--- src/rtl/dmem_bytelane_pkg.sv ---
// dmem_pkg: shared definitions for the byte-lane data memory.
//   - access size encodings (SZ_BYTE / SZ_HALF / SZ_WORD; 2'b11 is illegal)
//   - FSM state encoding (IDLE / WAIT / DONE)
//   - width of the wait-state counter (WAIT_CYCLES is limited to 0..15)
package dmem_pkg;

  localparam logic [1:0] SZ_BYTE = 2'b00;
  localparam logic [1:0] SZ_HALF = 2'b01;
  localparam logic [1:0] SZ_WORD = 2'b10;

  localparam int CNT_W = 4;

  typedef enum logic [1:0] {
    ST_IDLE = 2'd0,
    ST_WAIT = 2'd1,
    ST_DONE = 2'd2
  } state_e;

endpackage

--- src/rtl/dmem_lane_align.sv ---
// dmem_lane_align: combinational lane steering for big-endian byte/half/word
// accesses to a 32-bit memory word.
// Ports:
//   size, sign, addr_lo : access descriptor (addr_lo = byte offset in word)
//   wdata               : right-justified store data
//   rword               : current contents of the addressed memory word
//   be                  : store byte enables, be[3] = bits [31:24]
//   wdata_rep           : store data replicated onto every lane
//   load_val            : extracted and extended load result
//   misaligned          : misaligned or illegal-size access
module dmem_lane_align
  import dmem_pkg::*;
(
  input  logic [1:0]  size,
  input  logic        sign,
  input  logic [1:0]  addr_lo,
  input  logic [31:0] wdata,
  input  logic [31:0] rword,
  output logic [3:0]  be,
  output logic [31:0] wdata_rep,
  output logic [31:0] load_val,
  output logic        misaligned
);

  logic [7:0]  byte_sel;
  logic [15:0] half_sel;

  always_comb begin
    be         = 4'b0000;
    wdata_rep  = wdata;
    load_val   = '0;
    misaligned = 1'b0;

    // Big-endian: offset 0 is the most significant byte of the word.
    byte_sel = rword[31:24];
    case (addr_lo)
      2'd0:    byte_sel = rword[31:24];
      2'd1:    byte_sel = rword[23:16];
      2'd2:    byte_sel = rword[15:8];
      default: byte_sel = rword[7:0];
    endcase
    half_sel = addr_lo[1] ? rword[15:0] : rword[31:16];

    case (size)
      SZ_BYTE: begin
        be        = 4'b1000 >> addr_lo;
        wdata_rep = {4{wdata[7:0]}};
        load_val  = {{24{sign & byte_sel[7]}}, byte_sel};
      end
      SZ_HALF: begin
        misaligned = addr_lo[0];
        be         = addr_lo[1] ? 4'b0011 : 4'b1100;
        wdata_rep  = {2{wdata[15:0]}};
        load_val   = {{16{sign & half_sel[15]}}, half_sel};
      end
      SZ_WORD: begin
        misaligned = (addr_lo != 2'b00);
        be         = 4'b1111;
        load_val   = rword;
      end
      default: begin
        misaligned = 1'b1;
      end
    endcase
  end

endmodule

--- src/rtl/dmem_bytelane.sv ---
// dmem_bytelane: parametrised data memory with byte/half/word access,
// big-endian lanes, load extension, misalignment detection and a req/ready
// handshake with WAIT_CYCLES wait states.
// Ports:
//   clk, rst            : clock, asynchronous active-high reset
//   req, we, size, sign : request and access descriptor (sampled in IDLE)
//   addr, wdata         : byte address and right-justified store data
//   rdata, ready, err   : registered load result, one-cycle completion pulse,
//                         error flag (meaningful while ready = 1)
module dmem_bytelane
  import dmem_pkg::*;
#(
  parameter int ADDR_W      = 9,
  parameter int WAIT_CYCLES = 1
) (
  input  logic              clk,
  input  logic              rst,
  input  logic              req,
  input  logic              we,
  input  logic [1:0]        size,
  input  logic              sign,
  input  logic [ADDR_W-1:0] addr,
  input  logic [31:0]       wdata,
  output logic [31:0]       rdata,
  output logic              ready,
  output logic              err
);

  localparam int DEPTH = 2 ** (ADDR_W - 2);
  localparam logic [CNT_W-1:0] CNT_LOAD = CNT_W'(WAIT_CYCLES > 0 ? WAIT_CYCLES - 1 : 0);

  state_e             state_q, state_d;
  logic [CNT_W-1:0]   cnt_q, cnt_d;
  logic               we_q, we_d;
  logic               sign_q, sign_d;
  logic [1:0]         size_q, size_d;
  logic [ADDR_W-1:0]  addr_q, addr_d;
  logic [31:0]        wdata_q, wdata_d;
  logic [31:0]        rdata_q, rdata_d;
  logic               ready_q, ready_d;
  logic               err_q, err_d;

  // Contents start at zero and are deliberately untouched by rst.
  logic [31:0] mem_q [DEPTH] = '{default: '0};

  // The access descriptor comes straight from the inputs while in IDLE
  // (zero-wait access happens on the accepting edge), otherwise from the
  // latched copy.
  logic              acc_we, acc_sign;
  logic [1:0]        acc_size;
  logic [ADDR_W-1:0] acc_addr;
  logic [31:0]       acc_wdata;
  logic [31:0]       rword;
  logic [3:0]        be;
  logic [31:0]       wdata_rep;
  logic [31:0]       load_val;
  logic              misaligned;
  logic              do_access;
  logic              mem_we;

  always_comb begin
    if (state_q == ST_IDLE) begin
      acc_we    = we;
      acc_sign  = sign;
      acc_size  = size;
      acc_addr  = addr;
      acc_wdata = wdata;
    end else begin
      acc_we    = we_q;
      acc_sign  = sign_q;
      acc_size  = size_q;
      acc_addr  = addr_q;
      acc_wdata = wdata_q;
    end
  end

  assign rword = mem_q[acc_addr[ADDR_W-1:2]];

  dmem_lane_align u_align (
    .size       (acc_size),
    .sign       (acc_sign),
    .addr_lo    (acc_addr[1:0]),
    .wdata      (acc_wdata),
    .rword      (rword),
    .be         (be),
    .wdata_rep  (wdata_rep),
    .load_val   (load_val),
    .misaligned (misaligned)
  );

  always_comb begin
    state_d   = state_q;
    cnt_d     = cnt_q;
    we_d      = we_q;
    sign_d    = sign_q;
    size_d    = size_q;
    addr_d    = addr_q;
    wdata_d   = wdata_q;
    rdata_d   = rdata_q;
    err_d     = err_q;
    do_access = 1'b0;

    case (state_q)
      ST_IDLE: begin
        if (req) begin
          we_d    = we;
          sign_d  = sign;
          size_d  = size;
          addr_d  = addr;
          wdata_d = wdata;
          if (misaligned) begin
            err_d   = 1'b1;
            rdata_d = '0;
            state_d = ST_DONE;
          end else if (WAIT_CYCLES == 0) begin
            do_access = 1'b1;
            state_d   = ST_DONE;
          end else begin
            cnt_d   = CNT_LOAD;
            state_d = ST_WAIT;
          end
        end
      end
      ST_WAIT: begin
        if (cnt_q == '0) begin
          do_access = 1'b1;
          state_d   = ST_DONE;
        end else begin
          cnt_d = cnt_q - 1'b1;
        end
      end
      ST_DONE: begin
        state_d = ST_IDLE;
      end
      default: begin
        state_d = ST_IDLE;
      end
    endcase

    if (do_access) begin
      err_d   = 1'b0;
      rdata_d = acc_we ? 32'd0 : load_val;
    end

    // ready is high exactly while the FSM sits in DONE.
    ready_d = (state_d == ST_DONE);
  end

  always_ff @(posedge clk or posedge rst) begin
    if (rst) begin
      state_q <= ST_IDLE;
      cnt_q   <= '0;
      we_q    <= 1'b0;
      sign_q  <= 1'b0;
      size_q  <= SZ_BYTE;
      addr_q  <= '0;
      wdata_q <= '0;
      rdata_q <= '0;
      ready_q <= 1'b0;
      err_q   <= 1'b0;
    end else begin
      state_q <= state_d;
      cnt_q   <= cnt_d;
      we_q    <= we_d;
      sign_q  <= sign_d;
      size_q  <= size_d;
      addr_q  <= addr_d;
      wdata_q <= wdata_d;
      rdata_q <= rdata_d;
      ready_q <= ready_d;
      err_q   <= err_d;
    end
  end

  // rst also gates the write so a zero-wait request seen during reset
  // cannot modify memory.
  assign mem_we = do_access & acc_we & ~rst;

  always_ff @(posedge clk) begin
    if (mem_we) begin
      for (int i = 0; i < 4; i++) begin
        if (be[i]) begin
          mem_q[acc_addr[ADDR_W-1:2]][8*i +: 8] <= wdata_rep[8*i +: 8];
        end
      end
    end
  end

  assign rdata = rdata_q;
  assign ready = ready_q;
  assign err   = err_q;

endmodule

--- config.mk ---
export PLATFORM = sky130hd
export DESIGN_NAME = dmem_bytelane
export DESIGN_NICKNAME = d
export VERILOG_FILES = /design/src/rtl/dmem_bytelane_pkg.sv /design/src/rtl/dmem_lane_align.sv /design/src/rtl/dmem_bytelane.sv
export SDC_FILE = /design/constraint.sdc
export NUM_CORES = 2
export LEC_CHECK = 0
export BUFFER_PORTS_ARGS = -buffer_cell sky130_fd_sc_hd__buf_2
export CAP_MARGIN = 5
export CORE_ASPECT_RATIO = 0.8
export CORE_MARGIN = 8
export CORE_UTILIZATION = 40
export CTS_CLUSTER_SIZE = 14
export DETAILED_ROUTE_END_ITERATION = 8
export GPL_ROUTABILITY_DRIVEN = 0
export MAX_ROUTING_LAYER = met4
export PLACE_DENSITY = 0.5
export SETUP_SLACK_MARGIN = 0.1
export SLEW_MARGIN = 20
export SYNTH_ARGS = -nofsm -noshare
export SYNTH_HDL_FRONTEND = slang
export SYNTH_SLANG_ARGS = --single-unit
--- constraint.sdc ---
create_clock -name clk -period 13.1 [get_ports clk]
set_clock_uncertainty 0.15 [all_clocks]
set_input_delay 1.31 -clock clk [delete_from_list [all_inputs] [get_ports clk]]
set_output_delay 1.31 -clock clk [all_outputs]
set_load 0.05 [all_outputs]
# [Word-level counts from Yosys, hierarchy flattened]
# Memory sizes are Yosys's and may differ from the RTL's.
# Cells that the tools add are included.
[op_classes] eq_ne=9 n_bitwise=5 shifts=1 n_reduce_logical=12 muxes=43 n_mul=0 n_lt_le_gt_ge=0 addsub=1 n_div=0
[ops] operator="$mux W32" n=6
[ops] operator="$pmux W32 S3" n=1
[ops] operator="$pmux W32 S2" n=1
[ops] operator="$pmux W8 S3" n=1
[ops] operator="$mux W1" n=20
[ops] operator="$mux W16" n=1
[ops] operator="$mux W4" n=4
[ops] operator="$pmux W4 S3" n=1
[ops] operator="$reduce_bool A2 Y1" n=5
[ops] operator="$mux W9" n=1
[ops] operator="$mux W2" n=4
[ops] operator="$pmux W4 S2" n=1
[ops] operator="$eq A2 B1 Y1 const B" n=3
[ops] operator="$eq A2 B2 Y1 const B" n=3
[ops] operator="$logic_not A2 Y1" n=3
[ops] operator="$ne A2 B2 Y1 const B" n=3
[ops] operator="$and A1 B1 Y1" n=4
[ops] operator="$logic_not A4 Y1" n=1
[ops] operator="$pmux W2 S2" n=1
[ops] operator="$reduce_and A4 Y1" n=1
[ops] operator="$shr A4 B2 Y4 const A" n=1
[ops] operator="$sub A4 B1 Y4 const B" n=1
[ops] operator="$pmux W1 S3" n=1
[ops] operator="$reduce_and A3 Y1" n=1
[ops] operator="2 further kinds" n=2
[word_totals] word_cells=82 reg_bits=85 latch_bits=0 romBits=0 n_memories=1 out_inout_bits=34 ramBits=4096
[memory_table] memory="mem_q" depth=128 width=32 read_ports=1 rd_clocked_by_memory_dff=0 write_ports=1 line="dmem_bytelane.sv:44" source="logic [31:0] mem_q [DEPTH] = '{default: '0};"

# [Longest topological paths before layout]
[logic_depth] word_depth=8 ltp_mapped=17 ltp_nobuf=12

# [Cells and area by module]
# Synthesis repeated with hierarchy kept, for this count alone.
[hier_totals] hier_cells=13414 area_unflattened_um2=172152.6
[modules_own_cells] mod="dmem_bytelane" area_per_inst_um2=171007.8 instances=1 cells_each=13258
[modules_own_cells] mod="dmem_lane_align" area_per_inst_um2=1144.8 instances=1 cells_each=156

# [Worst setup path before layout]
# OpenSTA, ideal clock, no wires.
[synth_timing] path_type="flip-flop to flip-flop" start="reg state_q[0]" end="mem mem_q[0][24], data pin" slack_ns=2.919 path_buffers=6 t_arrival_ns=8.831 synth_period_minus_slack_ns=10.181 setup_time_ns=1.200 stages_incl_launch_ff=12 path_cell_list="dfrtp_1 buf_6 nor2_1 buf_2 buf_2 buf_2 buf_4 buf_1 nand2_1 nand2_1 a21oi_1 o21ai_0"
[synth_via] elab_cells_between_ends=6
[synth_lines] item="from (decl)" line="dmem_bytelane.sv:32" source="state_e state_q, state_d;"
[synth_lines] item="from (signal assigned)" line="dmem_bytelane.sv:162" source="state_q <= state_d;"
[synth_lines] item="$logic_not A2 Y1" line="dmem_bytelane.sv:62" source="if (state_q == ST_IDLE) begin"
[synth_lines] item="$mux W32" line="dmem_bytelane.sv:62"
[synth_lines] item="net acc_wdata[0]" line="dmem_bytelane.sv:52" source="logic [31:0] acc_wdata;"
[synth_lines] item="$pmux W32 S2" line="dmem_lane_align.sv:44" source="case (size)"
[synth_lines] item="net u_align.wdata_rep[24]" line="dmem_lane_align.sv:20" source="output logic [31:0] wdata_rep,"
[synth_lines] item="to (decl)" line="dmem_bytelane.sv:44"
# The timed path passes the listed nets, and every way through them passes these cells.

# [Worst setup path in the final report]
[layout_timing] start="reg state_q[1]" end="reg rdata_q[23] (netlist: rdata[23])"
[layout_via] elab_chain_cells=8 elab_cells_between_ends=27
[layout_rtl] item="$logic_not A2 Y1" line="dmem_bytelane.sv:62, dmem_bytelane.sv:103"
[layout_rtl] item="$mux W9" line="dmem_bytelane.sv:62"
[layout_rtl] item="$mem_v2 Z128 W32 (tied with other cells)"
[layout_rtl] item="$pmux W8 S3 / $mux W16 (equally long branches)" line="dmem_lane_align.sv:36, dmem_lane_align.sv:42"
[layout_rtl] item="$and A1 B1 Y1 (on tied branches)" line="dmem_lane_align.sv:48, dmem_lane_align.sv:54"
[layout_rtl] item="$pmux W32 S3" line="dmem_lane_align.sv:44"
[layout_rtl] item="$mux W32" line="dmem_bytelane.sv:142" source="rdata_d = acc_we ? 32'd0 : load_val;"
[layout_rtl] item="$mux W32" line="dmem_bytelane.sv:140" source="if (do_access) begin"
[layout_rtl] item="to (signal assigned)" line="dmem_bytelane.sv:169" source="rdata_q <= rdata_d;"
[layout_rtl] item="to (decl)" line="dmem_bytelane.sv:39" source="logic [31:0] rdata_q, rdata_d;"
# Several ways; a longest one is shown, not always the timed one.
# A chain may end at the register's enable or synchronous reset.

==> key figures <==
Worst setup path
  • Worst path arrival time: 8.11 ns
  • CP endpoint kind: register
  • RR Startpoint: state_q[1]
  • CP Max Fanout: 74
  • WS Path Type: reg -> reg
  • Worst endpoint required time: ~14 ns
  • Crit path launch type: register
  • Worst Setup SP: state_q[1]

Die
  • Core ar.: 0.3931 mm2
  • Die X: 718.2 um
  • Row count: 206
  • Starting Density: between 40% and 50%
  • Die Ht: about 580 um
  • Die area: roughly 0.41 mm2
  • Top Ports: 82

Timing
  • Unrepaired setup endpoints after global routing: no
  • Setup Total Neg Slack: 0 ns
  • Worst-margin pin slew: 1.382 ns
  • Final worst-path setup slack: 5.746 ns
  • Final setup fails: 0
  • Fmax: about 140 MHz
  • Final period util: 56.14%
  • Slew HR: 5.501%
  • Crit path time final: 7.354 ns
  • Final hold vios: 0
  • Final slew viol count: 0

Synthesis
  • Post-Syn Area per Cell: 15.67 um2
  • Commonest cells post-synth: edfxtp_1 (4096), o22ai_1 (1232), nor2_1 (899)
  • Ranking of synthesized cells by area: edfxtp_1 (78%), o22ai_1 (4.9%), nor2_1 (2.1%)
  • EDFF count, synth: 4096
  • Seq cells post-synth: roughly 4.2k
  • Mapped Area: 0.1578 mm2
  • Warning count from the yosys run: 0
  • Cells after synthesis: 10.07k
  • Ys flop type: edfxtp_1
  • Fraction of registers with async set/reset: 2.033%
  • Post-synthesis cell type count: 88
  • Leading area contributor after synthesis: edfxtp_1
  • Yosys top cell area share: 77.95%
  • Syn nets: 10.12k
  • Top-count cell post-synth: edfxtp_1
  • Seq/Total Area, Yosys: about four fifths

Route
  • Routed len/inst: around 38 um
  • Vias: around 100k
  • Antenna viol nets, final: 0
  • Pre-Repair DR Iteration Count: 9
  • DRC: 90
  • Routed Wire Length: ~600 mm
  • Initial detailed-routing violation count: 17.02k
  • Vias per inst: ~6.4

Placement
  • I/O Buffers: 81
  • Setup WS pre-CTS: 5.668 ns
  • HPWL after DPL: 363.7 mm

Hold path
  • Worst Hold Class: in -> async

Power and ir drop
  • P_sw: about 18 mW
  • Logic pwr share: 33.4%
  • Tot Pwr: 44.78 mW
  • Pwr dens: 249.4 mW/mm2
  • Leakage: 56.14 nW
  • Power Internal: 27.27 mW
  • Clock network power share: a little over a quarter
  • Peak VDD IR: around 0.32 mV
  • Switching part of the total: 39.09%
  • Sequential share of power: 40.6%

CTS
  • Post-cts resize count: 0
  • Total CTS buffers: a little over 400
  • Clk sinks: 4181
  • CTS HTree Levels: 5
  • Worst skew pair latency: 1.03 ns
  • Hold buffer count at CTS: 0
  • Clock-pin slew on the worst setup and hold paths: around 0.07 ns
  • Setup Buffers After CTS: 0
  • CTS root buffer: clkbuf_16
  • CTS tree: done
  • Clock Path Buffers: 4

Global route
  • First-pass GRT wire length: a little over 800 mm
  • Initial antenna violation count: 64
  • Total track usage: 28.80%
  • Number of global-route vias before repair: 94.23k
  • Largest net degree at the start of global routing: 163
  • Overflow after GRT: 0

Finish
  • Share of cells above drive strength 1: 12.58%
  • Fin nets: 10.35k
  • Area Overhead vs Synth: 13.80%

Run
  • Max-Cap Viols: 0

Status
  • Failing checks: design-rule violations
  • Status: finished with violations
## per-stage QoR
stage | utilization, % | instance area, um2 | hold WS (ns) | instances
2_1_floorplan | - | 157800 | 0.2950 | 10073
3_3_place_gp | 42.28 | 166200 | 0.3071 | 15084
3_5_place_dp | 42.32 | 166400 | 0.3121 | 15088
4_1_cts | 45.60 | 179200 | 0.1857 | 15832
5_1_grt | 45.68 | 179500 | 0.2424 | 15878
6_report | 45.69 | 179600 | 0.2425 | 15897
## cells in the final DEF (no fill, tap or decap), types with 29 or more instances in the layout
cell type	n
a21oi_1	203
o22ai_1	1231
o21ai_0	138
buf_12	36
buf_4	430
edfxtp_1	4096
buf_2	81
o22a_1	106
o41ai_1	98
a211oi_1	216
o31ai_1	45
nor3_1	338
o221ai_1	118
nor2_2	48
clkbuf_1	86
diode_2	61
nor4_1	109
nor3_2	31
nand2_1	709
clkinv_1	94
a31oi_1	68
bufinv_16	29
mux2i_1	69
and3_1	228
nand3_1	119
clkinv_2	76
clkbuf_16	414
dfrtp_1	85
nor2_1	846
## cell families after synthesis
| family | share of synthesized area (%) |
|---|---|
| and+or+nand+nor | 7.131 |
| adders and majority gates | 0.007928 |
| muxes | 0.5281 |
| buffers and inverters | 2.170 |
| xor gates and xnor gates | 0.01110 |
| AOI/OAI and AO/OA | 10.86 |
| DFF | 79.29 |
## power by group through the flow
stage	registers, mW	logic, mW	clock network, mW
finish	18.2	14.9	11.6
CTS	18.2	14.5	11.7
detailed placement	18.5	14.4	0
floorplan	19.2	6.71	0
global placement	18.4	14.3	0
global route	18.2	15.3	12.2
## metal layers
metal	vias up	track usage [%]	wire length [um]
met4	0	9.007	20090
met3	936	8.141	76080
met5	-	-	0
met1	53359	41.36	253400
met2	6814	39.50	253700
li1	41061	-	-
## cell type report
class	instances	area (um2)
repair buffers	555	4517
well taps	5200	6506
inverters	16	70.07
clock inverters	242	2162
flip-flops and latches	4181	125100
diodes	61	152.6
fillers	34066	213500
clock buffers	502	10710
multi-input cells	5140	30340
## state kept, by name, summed over array words and instances (netlist names)
| register | flops |
|---|---|
| addr_q | 9 |
| cnt_q | 4 |
| err | 1 |
| mem_q | 4096 |
| rdata | 32 |
| ready | 1 |
| sign_q | 1 |
| size_q | 2 |
| state_q | 2 |
| wdata_q | 32 |
| we_q | 1 |
## final timing paths
path                               end  slack [ns]  depth (start not counted)
setup / recovery             rdata[23]        5.75                         13
hold / removal              wdata_q[6]        0.24                          2
setup reg to reg             rdata[23]        5.75                         13
hold reg to reg            wdata_q[14]        0.33                          2
max in group asynchronous    rdata[29]       11.41                          3
min in group clk           wdata_q[14]        0.33                          2
## critical path, stage by stage (launching register included)
cell and delay [ns]:
dfrtp_1 0.65, o21ai_4 0.33, buf_4 0.74, buf_4 0.67, buf_4 0.74, and3_1 0.28
a211oi_1 0.05, o41ai_1 0.84, o2111ai_1 0.45, a2111o_1 0.88, nand3_1 0.28, and2_1 0.22
a31oi_2 0.34, o211ai_1 0.24
Power figures use the tool's default switching activity.
